**src/rtl/dmem_arbiter.sv**
```systemverilog
// Two-master round-robin arbiter in front of a single-port 32-bit RAM.
// Full-word writes go straight through. Partial writes use read-modify-write.
// Reads return data one cycle after the RAM access.
module dmem_arbiter #(
  parameter int unsigned ADDR_BITS = 9
) (
  input  logic                 clk,
  input  logic                 reset,
  input  logic                 m0_valid,
  input  logic [31:0]          m0_addr,
  input  logic [31:0]          m0_wdata,
  input  logic [3:0]           m0_wstrb,
  output logic                 m0_ready,
  output logic [31:0]          m0_rdata,
  input  logic                 m1_valid,
  input  logic [31:0]          m1_addr,
  input  logic [31:0]          m1_wdata,
  input  logic [3:0]           m1_wstrb,
  output logic                 m1_ready,
  output logic [31:0]          m1_rdata,
  output logic                 ram_en,
  output logic                 ram_we,
  output logic [ADDR_BITS-1:0] ram_addr,
  output logic [31:0]          ram_wdata,
  input  logic [31:0]          ram_rdata,
  output logic [1:0]           grant
);

  typedef enum logic [2:0] {
    StIdle,
    StAccess,
    StReadWait,
    StRmwWait,
    StRmwWrite,
    StDone
  } state_e;

  state_e               state_q, state_d;
  logic [1:0]           grant_q, grant_d;
  logic                 last_q, last_d;  // 1: m1 was granted last
  logic [ADDR_BITS-1:0] addr_q, addr_d;
  logic [31:0]          wdata_q, wdata_d;
  logic [3:0]           wstrb_q, wstrb_d;
  logic [31:0]          merged_q, merged_d;
  logic [31:0]          m0_rdata_q, m0_rdata_d;
  logic [31:0]          m1_rdata_q, m1_rdata_d;
  logic                 sel_m1;

  // Byte-offset bits and bits above the RAM size are intentionally dropped.
  logic unused_addr_bits;
  assign unused_addr_bits = ^{m0_addr[31:ADDR_BITS+2], m0_addr[1:0],
                              m1_addr[31:ADDR_BITS+2], m1_addr[1:0]};

  // Round-robin pick: on a tie, grant the master that was not granted last.
  assign sel_m1 = m1_valid & (~m0_valid | ~last_q);

  // State and latched transaction registers.
  always_ff @(posedge clk or posedge reset) begin
    if (reset) begin
      state_q    <= StIdle;
      grant_q    <= 2'b00;
      last_q     <= 1'b1;
      addr_q     <= '0;
      wdata_q    <= '0;
      wstrb_q    <= '0;
      merged_q   <= '0;
      m0_rdata_q <= '0;
      m1_rdata_q <= '0;
    end else begin
      state_q    <= state_d;
      grant_q    <= grant_d;
      last_q     <= last_d;
      addr_q     <= addr_d;
      wdata_q    <= wdata_d;
      wstrb_q    <= wstrb_d;
      merged_q   <= merged_d;
      m0_rdata_q <= m0_rdata_d;
      m1_rdata_q <= m1_rdata_d;
    end
  end

  // Next-state logic, arbitration, read capture and byte merge.
  always_comb begin
    state_d    = state_q;
    grant_d    = grant_q;
    last_d     = last_q;
    addr_d     = addr_q;
    wdata_d    = wdata_q;
    wstrb_d    = wstrb_q;
    merged_d   = merged_q;
    m0_rdata_d = m0_rdata_q;
    m1_rdata_d = m1_rdata_q;
    unique case (state_q)
      StIdle: begin
        if (m0_valid || m1_valid) begin
          grant_d = sel_m1 ? 2'b10 : 2'b01;
          addr_d  = sel_m1 ? m1_addr[ADDR_BITS+1:2] : m0_addr[ADDR_BITS+1:2];
          wdata_d = sel_m1 ? m1_wdata : m0_wdata;
          wstrb_d = sel_m1 ? m1_wstrb : m0_wstrb;
          state_d = StAccess;
        end
      end
      StAccess: begin
        if (wstrb_q == 4'hF) begin
          state_d = StDone;
        end else if (wstrb_q == 4'h0) begin
          state_d = StReadWait;
        end else begin
          state_d = StRmwWait;
        end
      end
      StReadWait: begin
        if (grant_q[1]) begin
          m1_rdata_d = ram_rdata;
        end else begin
          m0_rdata_d = ram_rdata;
        end
        state_d = StDone;
      end
      StRmwWait: begin
        for (int i = 0; i < 4; i++) begin
          merged_d[8*i+:8] = wstrb_q[i] ? wdata_q[8*i+:8] : ram_rdata[8*i+:8];
        end
        state_d = StRmwWrite;
      end
      StRmwWrite: begin
        state_d = StDone;
      end
      StDone: begin
        last_d  = grant_q[1];
        grant_d = 2'b00;
        state_d = StIdle;
      end
      default: begin
        state_d = StIdle;
      end
    endcase
  end

  // RAM and master outputs decoded from state and latched registers only.
  always_comb begin
    ram_en    = (state_q == StAccess) || (state_q == StRmwWrite);
    ram_we    = ((state_q == StAccess) && (wstrb_q == 4'hF)) || (state_q == StRmwWrite);
    ram_addr  = addr_q;
    ram_wdata = (state_q == StRmwWrite) ? merged_q : wdata_q;
    m0_ready  = (state_q == StDone) && grant_q[0];
    m1_ready  = (state_q == StDone) && grant_q[1];
    m0_rdata  = m0_rdata_q;
    m1_rdata  = m1_rdata_q;
    grant     = grant_q;
  end

endmodule

```
**config.mk**
```make
export PLATFORM = sky130hd
export DESIGN_NAME = dmem_arbiter
export DESIGN_NICKNAME = d
export VERILOG_FILES = /design/src/rtl/dmem_arbiter.sv
export SDC_FILE = /design/constraint.sdc
export NUM_CORES = 1
export LEC_CHECK = 0
export CELL_PAD_IN_SITES_DETAIL_PLACEMENT = 1
export CELL_PAD_IN_SITES_GLOBAL_PLACEMENT = 1
export CORE_ASPECT_RATIO = 1.75
export CORE_UTILIZATION = 37
export CTS_CLUSTER_DIAMETER = 60
export CTS_CLUSTER_SIZE = 10
export DETAILED_ROUTE_END_ITERATION = 10
export PLACE_DENSITY = 0.95
export SYNTH_ARGS = -nofsm -noshare
export SYNTH_HDL_FRONTEND = slang
export SYNTH_SLANG_ARGS = --single-unit
```
**constraint.sdc**
```tcl
create_clock -name clk -period 12.4 [get_ports clk]
set_input_delay 2.48 -clock clk [delete_from_list [all_inputs] [get_ports clk]]
set_output_delay 2.48 -clock clk [all_outputs]
set_load 0.005 [all_outputs]
```
# Word level (Yosys, flattened, before mapping)
# Index checks and enable logic that the tools add are counted.
classes:
  add_sub_neg: 0
  multipliers: 0
  n_div: 0
  n_lt_le_gt_ge: 0
  n_eq_ne: 7
  n_shift: 0
  n_mux: 15
  bitwise_logic: 5
  n_reduce_logical: 14
ops:
  columns: ["cell", "count"]
  rows:
  - ["$mux W32", 2]
  - ["$mux W8", 4]
  - ["$pmux W3 S4", 1]
  - ["$mux W9", 1]
  - ["$reduce_and A2 Y1", 4]
  - ["$eq A3 B2 Y1 const B", 2]
  - ["$eq A3 B3 Y1 const B", 2]
  - ["$mux W3", 2]
  - ["$eq A4 B4 Y1 const B", 1]
  - ["$logic_not A4 Y1", 1]
  - ["$mux W2", 2]
  - ["$mux W4", 1]
  - ["$pmux W2 S2", 1]
  - ["$eq A3 B1 Y1 const B", 1]
  - ["$logic_and A1 B1 Y1", 3]
  - ["$logic_not A3 Y1", 1]
  - ["$logic_or A1 B1 Y1", 3]
  - ["$not A1 Y1", 3]
  - ["$ne A2 B2 Y1 const B", 1]
  - ["$reduce_bool A2 Y1", 1]
  - ["$reduce_or A2 Y1", 1]
  - ["$and A1 B1 Y1", 1]
  - ["$mux W1", 1]
  - ["$or A1 B1 Y1", 1]
word_totals:
  register_bits: 147
  latch_bits: 0
  ram_bits: 0
  mem_bits_ro: 0
  in_bits: 172
  wordCells: 50
  n_memories: 0

# Depth between registers and ports, before layout
depth:
  depth_word: 6
  ltp_mapped: 6

# Least setup slack after synthesis
# No wires, ideal clock.
synth_timing:
  kind: "register -> output"
  start: "register state_q[2]"
  end: "output port ram_wdata[10]"
  arrival_ps: 1341
  required_time_ps: 9920
  path_slack_ps: 8579
  path_stages_with_launch: 6
  path_buffers: 3
  cell_sequence: "dfrtp_1 -> buf_2 -> and2_1 -> buf_4 -> buf_4 -> mux2_2"
synth_between:
  elab_chain_cells: 2
synth_rtl:
  columns: ["element", "line_no", "source"]
  rows:
  - ["start: declaration", "38", "state_e state_q, state_d;"]
  - ["start signal: assignment", "60", "state_q <= StIdle;"]
  - ["start signal: assignment", "70", "state_q <= state_d;"]
  - ["$eq A3 B3 Y1", "145", "ram_wdata = (state_q == StRmwWrite) ? merged_q : wdata_q;"]
  - ["$mux W32", "145", null]
  - ["end: declaration", "24", "output logic [31:0] ram_wdata,"]
# Every way passes these cells.

# Worst setup path after layout
layout_timing:
  start: "register state_q[2]"
  end: "output port ram_wdata[31]"
# The elaborated chain is that of the path after synthesis.

==> flow_summary_export.csv <==
group,metric,value,unit
clock_network,clk_pin_slew,0.06,ns
floorplanning,dieArea,19700,sq um
worst_setup_path,critPathKind,"reg2out",
final_layout,fill_cells,1882,
timing,skew,0.0112,ns
synthesis,synth_warnings,0,
power,sw_frac_of_total,30.8,%
synthesis,syn_nets,669,
floorplanning,die_y,185,um
power,power_frac_seq,35.3,%
placement,gp_congestion,0.730,
worst_setup_path,cp-end-kind,"primary output",
flow_run,cap_violations,0,
final_layout,drive_above_1_share,31.1,%
global_route,grt_max_degree,97,
timing,setup_ws,7.06,ns
placement,port_buffers,236,
power,p_total,2.59,mW
worst_setup_path,cp-start-kind,"flip-flop",
timing,fmax,187,MHz
clock_network,ctsResizeCount,0,
route,ant_nets,0,
route,first_pass_iters,4,
route,wl_met3,829,um
clock_network,post_cts_buffers,0,
timing,fin_crit,5.34,ns
floorplanning,io_pins,283,
placement,pre_cts_ws,7.35,ns
timing,rsz0062_at_grt,"false",
timing,slew_headroom,31.8,%
clock_network,clock_latency,0.42,ns
synthesis,synth-seq-cells,147,
route,routed_wl,20600,um
synthesis,async_flop_share,100,%
route,dr.max_layer_used,"met4",
min_path,min_from,"merged_q[1]",
global_route,grt_pass1_vias,5652,
synthesis,ys_types,36,
floorplanning,core-area,18700,sq um
route,drc,0,
power,leakagePower,4.26,nW
worst_setup_path,cp.required,9.92,ns
synthesis,syn-instance-count,497,
synthesis,synthesis.area,7080,sq um
final_layout,syn_to_final_growth,42.5,%
min_path,hold_end,"merged_q[1]",
timing,fin_hold_ws,0.476,ns
timing,worstMarginPinSlew,1.02,ns
timing,hold_violations,0,
synthesis,synth_flop_cell,"dfrtp_1",
clock_network,cts_tree,"built",
synthesis,synth_edf_count,0,
power,p_clk_share,20.7,%
synthesis,yosysSeqAreaShare,52.0,%
global_route,antenna_found_initial,1,
min_path,min_path_cells,2,
global_route,track_usage,21.8,%
route,via_count,4874,
floorplanning,initial_core_util,37.9,%
route,wl_met2,11700,um
route,first_iter_violations,124,
power,power_frac_comb,44.0,%
timing,tns,0,ns
worst_setup_path,ff2ff_path_depth,4,
placement,hpwl,14400,um
run_status,outcome,"finished clean",
floorplanning,rows,66,
global_route,grt_first_pass_wirelength,31900,um
worst_setup_path,reg2reg_from,"state_q[1]",
synthesis,postSynthAreaPerCell,14.2,sq um
power,ir_drop,0.101,mV
worst_setup_path,critical_path_arrival,2.86,ns
worst_setup_path,worst_r2r_endpoint,"m0_rdata[29]",
global_route,grt_overflow,0,
power,cellPowerDensity,257,nW/um^2
worst_setup_path,crit_start,"state_q[2]",
timing,finalMaxSlewViolations,0,
worst_setup_path,path_max_fanout,33,
worst_setup_path,r2r_slack,9.91,ns
floorplanning,die_w,107,um
clock_network,root_buffer,"clkbuf_16",
power,p_sw,0.798,mW
clock_network,clk_path_buf_depth,2,
final_layout,final_nets,894,
clock_network,cts_sinks,147,
power,p_int,1.79,mW
route,met1Wirelength,7470,um
clock_network,ctsHtreeMaxLevel,4,
clock_network,cts_made_buffers,17,
timing,period_share,43.1,%
min_path,hold_path_class,"reg2reg",
route,post_drt_wl_per_cell,21.2,um
timing,setup_violations,0,
route,post_drt_via_cell_ratio,5.01,
clock_network,hold_buffers,0,
## layout by cell type, fill, tap and decap left out, drive strengths merged, types with 3 or more instances in the layout
cell / instances
clkdlybuf4s50: 236
mux2: 187
dfrtp: 146
o21ai: 34
mux2i: 32
nand2: 32
clkbuf: 20
a21oi: 6
clkinvlp: 4
buf: 4
nand2b: 3
inv: 3
bufinv: 3
and2: 3
## cell type report
cell class | instances | area [sq um] | area share (%)
repair buffers | 240 | 2390 | 23.7
inverters | 1 | 8.76 | 0.0868
clock buffers | 20 | 457 | 4.53
clock inverters | 11 | 151 | 1.50
multi-input cells | 315 | 3100 | 30.7
diodes | 1 | 2.50 | 0.0248
flip-flops and latches | 147 | 3680 | 36.5
well taps | 238 | 298 | 2.95
## routing by layer
layer / vias to the layer above / track usage [%]
li1: 2220 / -
met1: 2472 / 22.4
met2: 154 / 41.4
met3: 28 / 4.86
met4: 0 / 9.70
met5: - / 0
## worst max-delay path: stages (launching register included)
cell and delay, ns:
dfrtp_1 0.61, and2_2 0.90, mux2_2 0.42, clkdlybuf4s50_1 0.50
## synthesized netlist by cell type (2+ instances only)
library cell / number / share of area [%]
clkbuf_1: 6 / 0.32
buf_2: 6 / 0.42
buf_4: 8 / 0.85
o21ai_0: 34 / 2.4
mux2_2: 145 / 23
mux2_4: 39 / 8.3
buf_12: 4 / 1.1
mux2_1: 3 / 0.48
a21oi_1: 6 / 0.42
mux2i_1: 32 / 4.5
and2_1: 2 / 0.18
nand2_1: 32 / 1.7
nand2b_1: 3 / 0.27
and3_1: 2 / 0.18
dfrtp_1: 146 / 52
buf_6: 9 / 1.4
## power by group through the flow
stage               clock [mW]  sequential, mW  combinational, mW
floorplan                    0           0.845              0.647
global placement             0           0.895               1.11
detailed placement           0           0.918               1.15
CTS                      0.547           0.917               1.16
global route             0.563           0.949               1.22
finish                   0.536           0.914               1.14
## how the worst max path moves through the flow
stage / slack, ns / to
floorplan: 5.97 / grant[0]
global placement: 7.38 / wdata_q[31]
detailed placement: 7.35 / wdata_q[31]
CTS: 7.02 / ram_wdata[31]
global route: 6.89 / ram_wdata[21]
finish: 7.06 / ram_wdata[31]
## state kept, by name (all words and copies together) (netlist names)
| signal | count |
|---|---|
| grant | 2 |
| last_q | 1 |
| m0_rdata | 32 |
| m1_rdata | 32 |
| merged_q | 32 |
| ram_addr | 9 |
| state_q | 3 |
| wdata_q | 32 |
| wstrb_q | 4 |
## per-stage QoR
step                util (%)  std cells  cell area, sq um
floorplan                  -        497              7080
global placement        50.8        941              9480
detailed placement      50.8        941              9480
CTS                     54.0        972             10100
global route            54.1        973             10100
finish                  54.1        973             10100
## logic make-up (layout without fill, tap and decap cells)
kind of cell,Yosys count,after routing,share of synthesized area (%)
multiplexers,219,219,36.3
flip-flops,147,147,52.0
AND/OR/NAND/NOR,52,52,3.96
AO/OA/AOI/OAI,44,44,3.29
buffers and inverters,35,272,4.42
other,0,1,0
No activity file was read; power rests on OpenSTA's default activity.
